File: src/rtl/tx_pkg.sv
`default_nettype none
// ============================================================================
// Module      : tx_pkg
// Description : Shared widths, state encodings and helpers for the TX code
//               sequencer (same 16x256 code table layout as the RX side).
// Revision    : 1.0 - initial release
// ============================================================================
package tx_pkg;

    localparam int CODE_W        = 4;
    localparam int ADDR_W        = 8;
    localparam int ROM_W         = 16;
    localparam int CHIPS_DEFAULT = 255;

    localparam int                c_ST_W     = 2;
    localparam logic [c_ST_W-1:0] c_ST_IDLE  = 2'd0;
    localparam logic [c_ST_W-1:0] c_ST_PRIME = 2'd1;
    localparam logic [c_ST_W-1:0] c_ST_RUN   = 2'd2;
    localparam logic [c_ST_W-1:0] c_ST_DONE  = 2'd3;

    // DAC sample for a chip: +amp for 1, -amp for 0, silent when not emitting.
    function automatic logic signed [ROM_W-1:0] bipolar(
        input logic                    valid,
        input logic                    chip,
        input logic signed [ROM_W-1:0] amp
    );
        if (!valid) begin
            return '0;
        end
        return chip ? amp : -amp;
    endfunction

endpackage
`default_nettype wire

File: src/rtl/tx_chip_timer.sv
`default_nettype none
// ============================================================================
// Module      : tx_chip_timer
// Description : Free-running 0..DIV-1 chip-period counter with first/last
//               cycle strobes; held at zero while cleared.
// Revision    : 1.0 - initial release
// ============================================================================
module tx_chip_timer #(
    parameter int DIV = 4
) (
    input  logic clk,
    input  logic rst_n,
    input  logic i_clear,
    output logic o_first_cycle,
    output logic o_last_cycle
);

    localparam logic [7:0] c_LAST = 8'(DIV - 1);

    logic [7:0] r_cnt;
    logic [7:0] w_cnt_nxt;

    always_comb begin
        w_cnt_nxt = r_cnt + 8'd1;
        if (i_clear || (r_cnt == c_LAST)) begin
            w_cnt_nxt = '0;
        end
    end

    always_ff @(posedge clk or negedge rst_n) begin
        if (!rst_n) begin
            r_cnt <= '0;
        end else begin
            r_cnt <= w_cnt_nxt;
        end
    end

    assign o_first_cycle = (r_cnt == 8'd0);
    assign o_last_cycle  = (r_cnt == c_LAST);

endmodule
`default_nettype wire

File: src/rtl/tx_code_sequencer.sv
`default_nettype none
// ============================================================================
// Module      : tx_code_sequencer
// Description : Reads rows 0..CHIPS-1 of the external code BRAM, extracts the
//               selected code column and streams it as DIV-clock chips plus a
//               bipolar DAC sample.
// Revision    : 1.0 - initial release
// ============================================================================
module tx_code_sequencer
    import tx_pkg::*;
#(
    parameter int                        CHIPS = CHIPS_DEFAULT,
    parameter int                        DIV   = 4,
    parameter logic signed [ROM_W-1:0]   AMP   = 16'sd8191
) (
    input  logic                     clk,
    input  logic                     rst_n,
    input  logic                     start,
    input  logic                     abort,
    input  logic [CODE_W-1:0]        code_sel,
    output logic                     rom_en,
    output logic [ADDR_W-1:0]        rom_addr,
    input  logic [ROM_W-1:0]         rom_data,
    output logic                     busy,
    output logic                     chip_valid,
    output logic                     chip,
    output logic [ADDR_W-1:0]        chip_idx,
    output logic signed [ROM_W-1:0]  tx_sample,
    output logic                     done
);

    localparam logic [ADDR_W-1:0] c_LAST_IDX = ADDR_W'(CHIPS - 1);

    logic [c_ST_W-1:0]        r_state,      w_state_nxt;
    logic [CODE_W-1:0]        r_code,       w_code_nxt;
    logic                     r_busy,       w_busy_nxt;
    logic                     r_chip_valid, w_chip_valid_nxt;
    logic                     r_chip,       w_chip_nxt;
    logic [ADDR_W-1:0]        r_chip_idx,   w_chip_idx_nxt;
    logic signed [ROM_W-1:0]  r_tx_sample,  w_tx_sample_nxt;
    logic                     r_done,       w_done_nxt;
    logic                     r_prime_wait, w_prime_wait_nxt;
    logic                     r_rd_pend;
    logic                     r_hold;

    logic w_first;
    logic w_last;
    logic w_timer_clear;
    logic w_rom_bit;
    logic w_next_bit;
    logic w_fetch;
    logic w_prime_fetch;

    assign w_timer_clear = (r_state != c_ST_RUN) || abort;

    tx_chip_timer #(
        .DIV (DIV)
    ) u_chip_timer (
        .clk           (clk),
        .rst_n         (rst_n),
        .i_clear       (w_timer_clear),
        .o_first_cycle (w_first),
        .o_last_cycle  (w_last)
    );

    // Code 0 is the MSB column of each row.
    assign w_rom_bit     = rom_data[4'(ROM_W - 1) - r_code];
    // With DIV=2 the prefetched row arrives in the chip's last cycle, so bypass the hold register.
    assign w_next_bit    = r_rd_pend ? w_rom_bit : r_hold;
    assign w_prime_fetch = (r_state == c_ST_PRIME) && !r_prime_wait;
    assign w_fetch       = (r_state == c_ST_RUN) && w_first && (r_chip_idx < c_LAST_IDX);

    assign rom_en   = w_prime_fetch | w_fetch;
    assign rom_addr = w_fetch ? (r_chip_idx + 8'd1) : '0;

    always_comb begin
        w_state_nxt      = r_state;
        w_code_nxt       = r_code;
        w_busy_nxt       = r_busy;
        w_chip_valid_nxt = r_chip_valid;
        w_chip_nxt       = r_chip;
        w_chip_idx_nxt   = r_chip_idx;
        w_done_nxt       = 1'b0;
        w_prime_wait_nxt = r_prime_wait;

        if ((r_state != c_ST_IDLE) && abort) begin
            w_state_nxt      = c_ST_IDLE;
            w_busy_nxt       = 1'b0;
            w_chip_valid_nxt = 1'b0;
            w_chip_nxt       = 1'b0;
            w_chip_idx_nxt   = '0;
        end else begin
            case (r_state)
                c_ST_IDLE: begin
                    if (start && !abort) begin
                        w_state_nxt      = c_ST_PRIME;
                        w_code_nxt       = code_sel;
                        w_busy_nxt       = 1'b1;
                        w_prime_wait_nxt = 1'b0;
                    end
                end
                c_ST_PRIME: begin
                    if (!r_prime_wait) begin
                        w_prime_wait_nxt = 1'b1;
                    end else begin
                        w_state_nxt      = c_ST_RUN;
                        w_chip_nxt       = w_rom_bit;
                        w_chip_idx_nxt   = '0;
                        w_chip_valid_nxt = 1'b1;
                    end
                end
                c_ST_RUN: begin
                    if (w_last) begin
                        if (r_chip_idx == c_LAST_IDX) begin
                            w_state_nxt      = c_ST_DONE;
                            w_chip_valid_nxt = 1'b0;
                            w_chip_nxt       = 1'b0;
                            w_done_nxt       = 1'b1;
                        end else begin
                            w_chip_nxt     = w_next_bit;
                            w_chip_idx_nxt = r_chip_idx + 8'd1;
                        end
                    end
                end
                c_ST_DONE: begin
                    w_state_nxt = c_ST_IDLE;
                    w_busy_nxt  = 1'b0;
                end
                default: begin
                    w_state_nxt      = c_ST_IDLE;
                    w_busy_nxt       = 1'b0;
                    w_chip_valid_nxt = 1'b0;
                end
            endcase
        end

        w_tx_sample_nxt = bipolar(w_chip_valid_nxt, w_chip_nxt, AMP);
    end

    always_ff @(posedge clk or negedge rst_n) begin
        if (!rst_n) begin
            r_state      <= c_ST_IDLE;
            r_code       <= '0;
            r_busy       <= 1'b0;
            r_chip_valid <= 1'b0;
            r_chip       <= 1'b0;
            r_chip_idx   <= '0;
            r_tx_sample  <= '0;
            r_done       <= 1'b0;
            r_prime_wait <= 1'b0;
            r_rd_pend    <= 1'b0;
            r_hold       <= 1'b0;
        end else begin
            r_state      <= w_state_nxt;
            r_code       <= w_code_nxt;
            r_busy       <= w_busy_nxt;
            r_chip_valid <= w_chip_valid_nxt;
            r_chip       <= w_chip_nxt;
            r_chip_idx   <= w_chip_idx_nxt;
            r_tx_sample  <= w_tx_sample_nxt;
            r_done       <= w_done_nxt;
            r_prime_wait <= w_prime_wait_nxt;
            r_rd_pend    <= w_fetch;
            r_hold       <= w_next_bit;
        end
    end

    assign busy       = r_busy;
    assign chip_valid = r_chip_valid;
    assign chip       = r_chip;
    assign chip_idx   = r_chip_idx;
    assign tx_sample  = r_tx_sample;
    assign done       = r_done;

endmodule
`default_nettype wire

File: config.mk
export PLATFORM = sky130hd
export DESIGN_NAME = tx_code_sequencer
export DESIGN_NICKNAME = d
export VERILOG_FILES = /design/src/rtl/tx_pkg.sv /design/src/rtl/tx_chip_timer.sv /design/src/rtl/tx_code_sequencer.sv
export SDC_FILE = /design/constraint.sdc
export NUM_CORES = 1
export LEC_CHECK = 0
export BUFFER_PORTS_ARGS = -buffer_cell sky130_fd_sc_hd__clkbuf_2
export CELL_PAD_IN_SITES_DETAIL_PLACEMENT = 0
export CELL_PAD_IN_SITES_GLOBAL_PLACEMENT = 2
export CORE_MARGIN = 4
export CORE_UTILIZATION = 25
export CTS_CLUSTER_DIAMETER = 50
export DETAILED_ROUTE_END_ITERATION = 10
export PLACE_DENSITY = 0.64
export SLEW_MARGIN = 0
export SYNTH_ARGS = -nofsm -noshare
export SYNTH_HDL_FRONTEND = slang
export SYNTH_HIERARCHICAL = 1
export SYNTH_SLANG_ARGS = --single-unit
File: constraint.sdc
create_clock -name clk -period 2.5 [get_ports clk]
set_input_delay 0.375 -clock clk [delete_from_list [all_inputs] [get_ports clk]]
set_output_delay 0.375 -clock clk [all_outputs]
set_load 0.1 [all_outputs]
# After elaboration in Yosys (flattened, before gate mapping)
# Cells that the tools add are included.
totals:
  register_bits: 45
  out_inout_bits: 37
op_classes:
  n_mux: 37
  n_reduce_logical: 20
  eq_ne: 12
  bitwise: 2
  n_lt_le_gt_ge: 2
  n_addsub: 3
op_table:
  columns: ["operator", "n"]
  rows:
  - ["$mux W8", 6]
  - ["$mux W16", 2]
  - ["$mux W1", 17]
  - ["$add A8 B1 Y8 const B", 2]
  - ["$pmux W8 S2", 1]
  - ["$mux W2", 5]
  - ["$eq A8 B2 Y1 const B", 1]
  - ["$eq A8 B8 Y1 const B", 1]
  - ["$logic_not A8 Y1", 1]
  - ["$lt A8 B8 Y1 const B", 1]
  - ["$pmux W1 S2", 4]
  - ["$pmux W2 S4", 1]
  - ["$reduce_and A4 Y1", 2]
  - ["$ne A3 B1 Y1 const B", 2]
  - ["$ne A3 B3 Y1 const B", 2]
  - ["$reduce_and A3 Y1", 2]
  - ["$reduce_bool A3 Y1", 2]
  - ["$logic_and A1 B1 Y1", 5]
  - ["$lt A4 B5 Y1 const B", 1]
  - ["$bmux W1 S4", 1]
  - ["$eq A2 B2 Y1 const B", 2]
  - ["$ne A2 B2 Y1 const B", 2]
  - ["$reduce_bool A2 Y1", 2]
  - ["$sub A4 B4 Y4 const A", 1]
  - ["other kinds (8)", 10]

# Longest topological paths before layout
# Gate-level depths: netlist of the first run.
logic_depth:
  ltp_word: 10
  mapped_depth: 8
  ltp_nobuf: 7

# Modules after synthesis
# Netlist of the first run, hierarchy kept.
by_module_without_submodules:
  columns: ["mod", "instances", "area_per_inst_um2", "cells_per_inst"]
  rows:
  - ["tx_code_sequencer", 1, 1624.1, 180]
  - ["tx_chip_timer", 1, 404.1, 43]

# Worst setup path before layout of the first run
# OpenSTA, ideal clock, no wires.
synth_path:
  path_kind: "register to output"
  from: "register r_chip_idx[2] (netlist: chip_idx[2])"
  to: "output port rom_addr[7]"
  setup_slack_ps: -1148
  path_stages_with_launch: 7
  arrival_ps: 3273
  path_cell_list: "dfrtp_1 > buf_2 > nand4_1 > nor2_1 > nand3_1 > xor2_1 > nor2_1"
synth_between:
  elab_chain_cells: 3
  word_cells_on_any_way: 4
  cone_classes: "add/sub (1); order compare (1); mux (1); reduce/logical (1)"
synth_rtl:
  columns: ["element", "line_no", "text"]
  rows:
  - ["start, declared", "tx_code_sequencer.sv:39", "logic [ADDR_W-1:0] r_chip_idx, w_chip_idx_nxt;"]
  - ["start signal, assigned", "tx_code_sequencer.sv:159", "r_chip_idx <= w_chip_idx_nxt;"]
  - ["$lt A8 B8 Y1", "tx_code_sequencer.sv:71", "assign w_fetch = (r_state == c_ST_RUN) && w_first && (r_chip_idx < c_LAST_IDX);"]
  - ["$logic_and A1 B1 Y1", "tx_code_sequencer.sv:71", null]
  - ["$mux W8 (*)", "tx_code_sequencer.sv:74", "assign rom_addr = w_fetch ? (r_chip_idx + 8'd1) : '0;"]
  - ["end, declared", "tx_code_sequencer.sv:22", "output logic [ADDR_W-1:0] rom_addr,"]
# Mark *: on every way between the ends. The rest lies on a longest branch, timed or not.

# Worst setup path in the final report of the first run
layout_path:
  from: "register u_chip_timer.r_cnt[2]"
  to: "output port rom_addr[0]"
layout_between:
  elab_chain_cells: 4
layout_rtl:
  columns: ["element", "line_no", "text"]
  rows:
  - ["start, declared", "tx_chip_timer.sv:20", "logic [7:0] r_cnt;"]
  - ["start signal, assigned", "tx_chip_timer.sv:34", "r_cnt <= w_cnt_nxt;"]
  - ["$logic_not A8 Y1", "tx_chip_timer.sv:38", "assign o_first_cycle = (r_cnt == 8'd0);"]
  - ["via w_first", "tx_code_sequencer.sv:46", "logic w_first;"]
  - ["$logic_and A1 B1 Y1 (2 in a row)", "tx_code_sequencer.sv:71", null]
  - ["$mux W8", "tx_code_sequencer.sv:74", null]
# The timed path passes the listed nets, and every way through them passes these cells.

==> impl_results.md, run 1 <==
* Status: finished clean
* R2r setup slk at 230 ps
* Worst EP required at 2120 ps
* Initial antenna violation count at 0
* Core Footprint at 7810 um^2
* Synth warnings at 6
* R2r endpoint: r_state[0]$_DFFE_PN0P_
* First-pass GRT wire length at 8800 um
* Grt ovf at 0
* Die W at 98.1 um
* DRC Markers at 0
* Routed wire length at 5290 um
* Remaining antenna violation count at 0
* Mapped Cells at 223
* WL/cell at 14.0 um
* GP Congestion at 0.784
* Mapped Nets at 255
* Post-DP HPWL at 4020 um
* GRT Util Overall at 0.111
* TritonRoute pass-1 iters at 4
* Later-pin clock latency in the skew report at 280 ps
* CP max FO at 7
* RSZ-0062 raised after global routing: no
* Antenna diodes at 0
* Top FF cell, synth: dfrtp_1
* Layout cells sized above 1 at 0.370
* Fillers at 817
* Initial core utilization at 0.260
* Clock buffer depth at 2
* CTS H-tree lvls at 2
* CP cell instances: nor4_1 > buf_4 > and3_2 > nand3_4 > buf_12 > nor2_4 > buf_12
* Dominant cells by area after synthesis: dfrtp_1, buf_4, ha_1
* Cell Pwr Density at 875 nW/um^2
* R2r worst-path depth at 8
* Clk_skew at 4.68 ps
* Pleak at 1.19 nW
* Final setup fails at 0
* Synth unique cells at 45
* Fin. Hold Viols at 0
* Critical Path AT at 1960 ps
* Post-synth ARST share at 1.00
* Die Footprint at 9620 um^2
* Sequential Area at 786 um^2
* Area leader, netlist: dfrtp_1
* Netlist Area Pre-Place at 2030 um^2
* Seq cells post-synth at 31
* Vias at 1800
* Root Driver: clkbuf_8
* Slew margin rel. at 0.455
* Critical Path End Type: output port
* Multi-input logic area at 1130 um^2
* Critical R2R Launch: u_chip_timer/r_cnt[2]$_DFF_PN0_
* Rows at 32
* CP peak stage delay at 450 ps
* Post-layout min period at 2330 ps
* IO Count at 61
* NumNets Final at 307
* Largest net degree at the start of global routing at 32
* Worst Path Buf+Inv at 3
* Setup WS pre-CTS at 266 ps
* VDD IR-drop max at 338 uV
* Average size of a mapped cell at 9.10 um^2
* Drt initial violations at 31
* Fin worst setup slack at 168 ps
* Sink Count at 31
* Top cell type's share of synthesized area at 0.382
* Crit path launch type: flop
* Slew @ Worst Pin at 818 ps
* Via density per instance at 4.76
* Most common cell in the netlist: dfrtp_1
* CTS tree: done
* Vias in the first global route at 1769
* Clock Pin Slew Worst Setup and Hold Paths at 70 ps
* Post-synth EDFFs at 0
* Slowest CP cell: dfrtp_1
* Max Fclk at 0.429 GHz
* Crit path top cell by count: buf_12
* Final setup TNS at 0 ps
* Final Max Slew Viols at 0
* MaxCap Viol Count at 0
* Hold crit path type: in -> async
* Crit path max-delay family: simple AND/OR/NAND/NOR gates
* Crit Path Class: reg -> out
* Post_cts resized at 0
* Register area share after synthesis at 0.382
* Total CTS buffers at 5
* Final period util at 0.933
* Port Buf Inserts at 60
* Layout area overhead at 32.3%
* Die height at 98.1 um
* Top cells by count, synth: dfrtp_1, nand3_1, nor2_1, inv_1, nand2_1
[cell families (layout without fill, tap and decap cells)]
logic type / Yosys count / in the layout / share of synthesized area
and+or+nand+nor: 81 / 81 / 0.209
AOI/OAI and AO/OA: 45 / 45 / 0.153
buffers and inverters: 36 / 89 / 0.0999
DFF: 31 / 31 / 0.382
muxes: 14 / 14 / 0.0722
adders and majority gates: 8 / 8 / 0.0494
xor gates and xnor gates: 8 / 8 / 0.0345
[sequential cells by signal (all words and copies together), names as in the netlist, 2 cells and up]
register,flops
r_state,2
tx_sample,3
chip_idx,8
r_code,4
u_chip_timer/r_cnt,8
[area by class of cell]
cell class	instances	share of cell area
clock buffers	7	0.0285
clock inverters	1	0.00187
inverters	16	0.0224
multi-input cells	156	0.421
flip-flops and latches	31	0.293
well taps	102	0.0476
repair buffers	65	0.186
[cell usage in the layout (no fill, tap or decap), types with 6 or more instances in the layout]
cell type	count
a21oi_1	12
buf_12	11
clkbuf_2	51
dfrtp_1	25
ha_1	8
inv_1	16
mux2i_1	9
nand2_1	15
nand3_1	16
nor2_1	9
nor2_4	8
o21ai_0	6
[where the power goes]
group          switching (W)  internal [W]  leakage (nW)  total [W]
clock               0.000184      0.000195        0.0422   0.000379
combinational       0.000818      0.000414         0.738    0.00123
sequential          0.000146      0.000590         0.407   0.000737
[metal layers]
| layer | part of all wire | vias to the layer above | track usage | wire (um) |
|---|---|---|---|---|
| met5 | 0 | - | 0 | 0 |
| met4 | 0.011 | 0 | 0.0330 | 56 |
| met3 | 0.064 | 6 | 0.0329 | 339 |
| met2 | 0.45 | 50 | 0.181 | 2390 |
| met1 | 0.47 | 861 | 0.143 | 2510 |
| li1 | - | 883 | - | - |
[metrics by stage]
| step | hold slack (ps) | total power, W | instance area, um^2 | cells | util |
|---|---|---|---|---|---|
| final | 177 | 0.00235 | 2680 | 378 | 0.344 |
| after global placement | 509 | 0.00197 | 2560 | 368 | 0.328 |
| after global routing | 254 | 0.00250 | 2680 | 378 | 0.344 |
| after detailed placement | 494 | 0.00195 | 2560 | 368 | 0.328 |
| after floorplan | 79.4 | 0.00169 | 2120 | 223 | - |
| after CTS | 217 | 0.00235 | 2640 | 376 | 0.338 |
[worst max-delay path by stage]
stage	from	endpoint	slack [ps]	cells after the start
detailed placement	u_chip_timer/r_cnt[2]$_DFF_PN0_	r_state[0]$_DFFE_PN0P_	270	8
floorplan	chip_idx[6]$_DFFE_PN0P_	rom_addr[7]	-50	5
finish	u_chip_timer/r_cnt[2]$_DFF_PN0_	rom_addr[0]	170	7
global route	chip_idx[2]$_DFFE_PN0P_	rom_addr[7]	50	6
global placement	u_chip_timer/r_cnt[2]$_DFF_PN0_	r_state[0]$_DFFE_PN0P_	310	8
CTS	u_chip_timer/r_cnt[2]$_DFF_PN0_	rom_addr[0]	40	6
[timing repair]
| item | 4_1_cts | 5_1_grt |
|---|---|---|
| hold buffers | 0 | 0 |
| endpoints found under the setup margin | 0 | 9 |
| buffers inserted | 0 | 2 |
[worst reg2reg max path, delay by kind of cell (launching register included)]
family                 cells  cell delay (ps)
buffers and inverters      2              250
AO/OA/AOI/OAI              3              690
AND/OR/NAND/NOR            3              780
flip-flops                 1              450
Power figures use the tool's default switching activity.
==> run 2, diff against run 1 <==
--- a/config.mk
+++ b/config.mk
@@ -14,5 +14,5 @@
 export DETAILED_ROUTE_END_ITERATION = 10
 export PLACE_DENSITY = 0.64
-export SLEW_MARGIN = 0
+export SLEW_MARGIN = 20
 export SYNTH_ARGS = -nofsm -noshare
 export SYNTH_HDL_FRONTEND = slang
==> constraint.sdc (replaced) <==
create_clock -name clk -period 2.5 [get_ports clk]
set_input_delay 0.375 -clock clk [delete_from_list [all_inputs] [get_ports clk]]
set_output_delay 0.375 -clock clk [all_outputs]
set_load 0.005 [all_outputs]
==> impl_results.md, run 2 (synthesized netlist as in run 1, its figures left out) <==
* Port Buf Inserts at 60
* Pleak at 1.15 nW
* Post_cts resized at 0
* Slew @ Worst Pin at 791 ps
* Rows at 32
* Cell Pwr Density at 748 nW/um^2
* Switch Pwr at 0.000707 W
* Root Driver: clkbuf_8
* R2r endpoint: r_state[0]$_DFFE_PN0P_
* Setup WS pre-CTS at 129 ps
* RSZ-0062 raised after global routing: no
* GRT busiest layer: met2
* Final setup fails at 0
* Worst Path Buf+Inv at 1
* Met1 usage at 0.146
* Fillers at 842
* R2r worst-path depth at 7
* P_int at 0.00111 W
* Initial antenna violation count at 0
* Final Max Slew Viols at 0
* Critical Path AT at 2450 ps
* Largest net degree at the start of global routing at 32
* Worst EP required at 2680 ps
* Clock power share at 0.205
* GRT Util Overall at 0.106
* Remaining antenna violation count at 0
* Slowest CP cell: dfrtp_1
* WL/cell at 13.6 um
* Hold-fix buffers, CTS at 0
* NumNets Final at 306
* Vias at 1761
* CTS H-tree lvls at 2
* Met2 Usage GRT at 0.162
* Layout area overhead at 19.9%
* Crit Path Class: reg -> reg
* Vias in the first global route at 1655
* Routed wire length at 5120 um
* Combinational Power Share at 0.391
* TritonRoute pass-1 iters at 4
* Later-pin clock latency in the skew report at 280 ps
* Clock Pin Slew Worst Setup and Hold Paths at 60 ps
* Grt ovf at 0
* CTS tree: done
* Commonest non-fill, non-tap cell in the layout: clkbuf_2
* GP Congestion at 0.791
* Fin. Hold Viols at 0
* Fin worst setup slack at 229 ps
* Sequential Power Share at 0.404
* Crit path max-delay family: simple AND/OR/NAND/NOR gates
* CP max FO at 7
* Total CTS buffers at 5
* Clock buffer depth at 2
* Core Footprint at 7810 um^2
* IO Count at 61
* R2r setup slk at 230 ps
* Critical Path End Type: flop
* VDD IR-drop max at 269 uV
* Crit path launch type: flop
* CP peak stage delay at 450 ps
* Critical R2R Launch: u_chip_timer/r_cnt[2]$_DFF_PN0_
* Initial core utilization at 0.260
* Crit path from: u_chip_timer/r_cnt[2]$_DFF_PN0_
* Slew margin rel. at 0.473
* Layout cells sized above 1 at 0.313
* Met3 usage at 0.0279
* Antenna diodes at 0
* Final period util at 0.908
* Via density per instance at 4.67
* Drt initial violations at 52
* Die height at 98.1 um
* MaxCap Viol Count at 0
* Status: finished clean
* Post-DP HPWL at 3850 um
* Clk_skew at 2.60 ps
* Hold crit path type: in -> async
* CP cell instances: nor4_2 > and3_2 > inv_1 > o31ai_2 > and2_1 > o21ai_1 > a311oi_1
* DRC Markers at 0
* Max Fclk at 0.440 GHz
* Switching Share at 0.389
* Die Footprint at 9620 um^2
* Most frequent cells in the layout: clkbuf_2, dfrtp_1, nor2_1, nand3_1
* Final setup TNS at 0 ps
* Post-layout min period at 2270 ps
* First-pass GRT wire length at 8320 um
* Post-CTS Setup Inserts at 0
* Sink Count at 31
* Die W at 98.1 um
-- run 2: cell count changes in the layout (fill, tap and decap cells not counted), sizes merged --
cell / delta
clkbuf: +9
buf: -10
-- run 2: metal layers --
metal | routed length [um] | share of wire
met4 | 41 | 0.0080
met3 | 353 | 0.069
met2 | 2270 | 0.44
met5 | 0 | 0
met1 | 2460 | 0.48
-- run 2: stage by stage --
stage / utilization / hold slack [ps] / cells / instance area [um^2] / total power, W
finish: 0.311 / 170 / 377 / 2430 / 0.00182
global route: 0.311 / 237 / 377 / 2430 / 0.00196
CTS: 0.311 / 199 / 377 / 2420 / 0.00185
detailed placement: 0.300 / 498 / 369 / 2340 / 0.00147
global placement: 0.300 / 496 / 369 / 2340 / 0.00148
floorplan: - / 79.4 / 223 / 2030 / 0.00126
-- run 2: worst max path at each step --
stage | to | slack (ps) | cells past startpoint
3_3_place_gp | r_state[0]$_DFFE_PN0P_ | 180 | 7
5_1_grt | r_state[0]$_DFFE_PN0P_ | 120 | 7
4_1_cts | rom_addr[3] | 100 | 6
6_report | r_state[0]$_DFFE_PN0P_ | 230 | 7
3_5_place_dp | r_state[0]$_DFFE_PN0P_ | 130 | 7
2_1_floorplan | r_state[0]$_DFFE_PN0P_ | 460 | 7
-- run 2: area by class of cell --
class                   count  area, um^2  share of cell area
repair buffers             64         330               0.136
multi-input cells         156        1060               0.434
inverters                  16        60.1              0.0247
well taps                 102         128              0.0525
flip-flops and latches     31         776               0.319
clock inverters             1        5.00             0.00206
clock buffers               7        76.3              0.0314
-- run 2: power groups by stage --
| stage | Sequential (W) | Combinational [W] | Clock [W] |
|---|---|---|---|
| finish | 0.000735 | 0.000710 | 0.000374 |
| detailed placement | 0.000749 | 0.000719 | 0 |
| CTS | 0.000740 | 0.000719 | 0.000390 |
| global route | 0.000756 | 0.000787 | 0.000412 |
| floorplan | 0.000657 | 0.000600 | 0 |
| global placement | 0.000750 | 0.000727 | 0 |
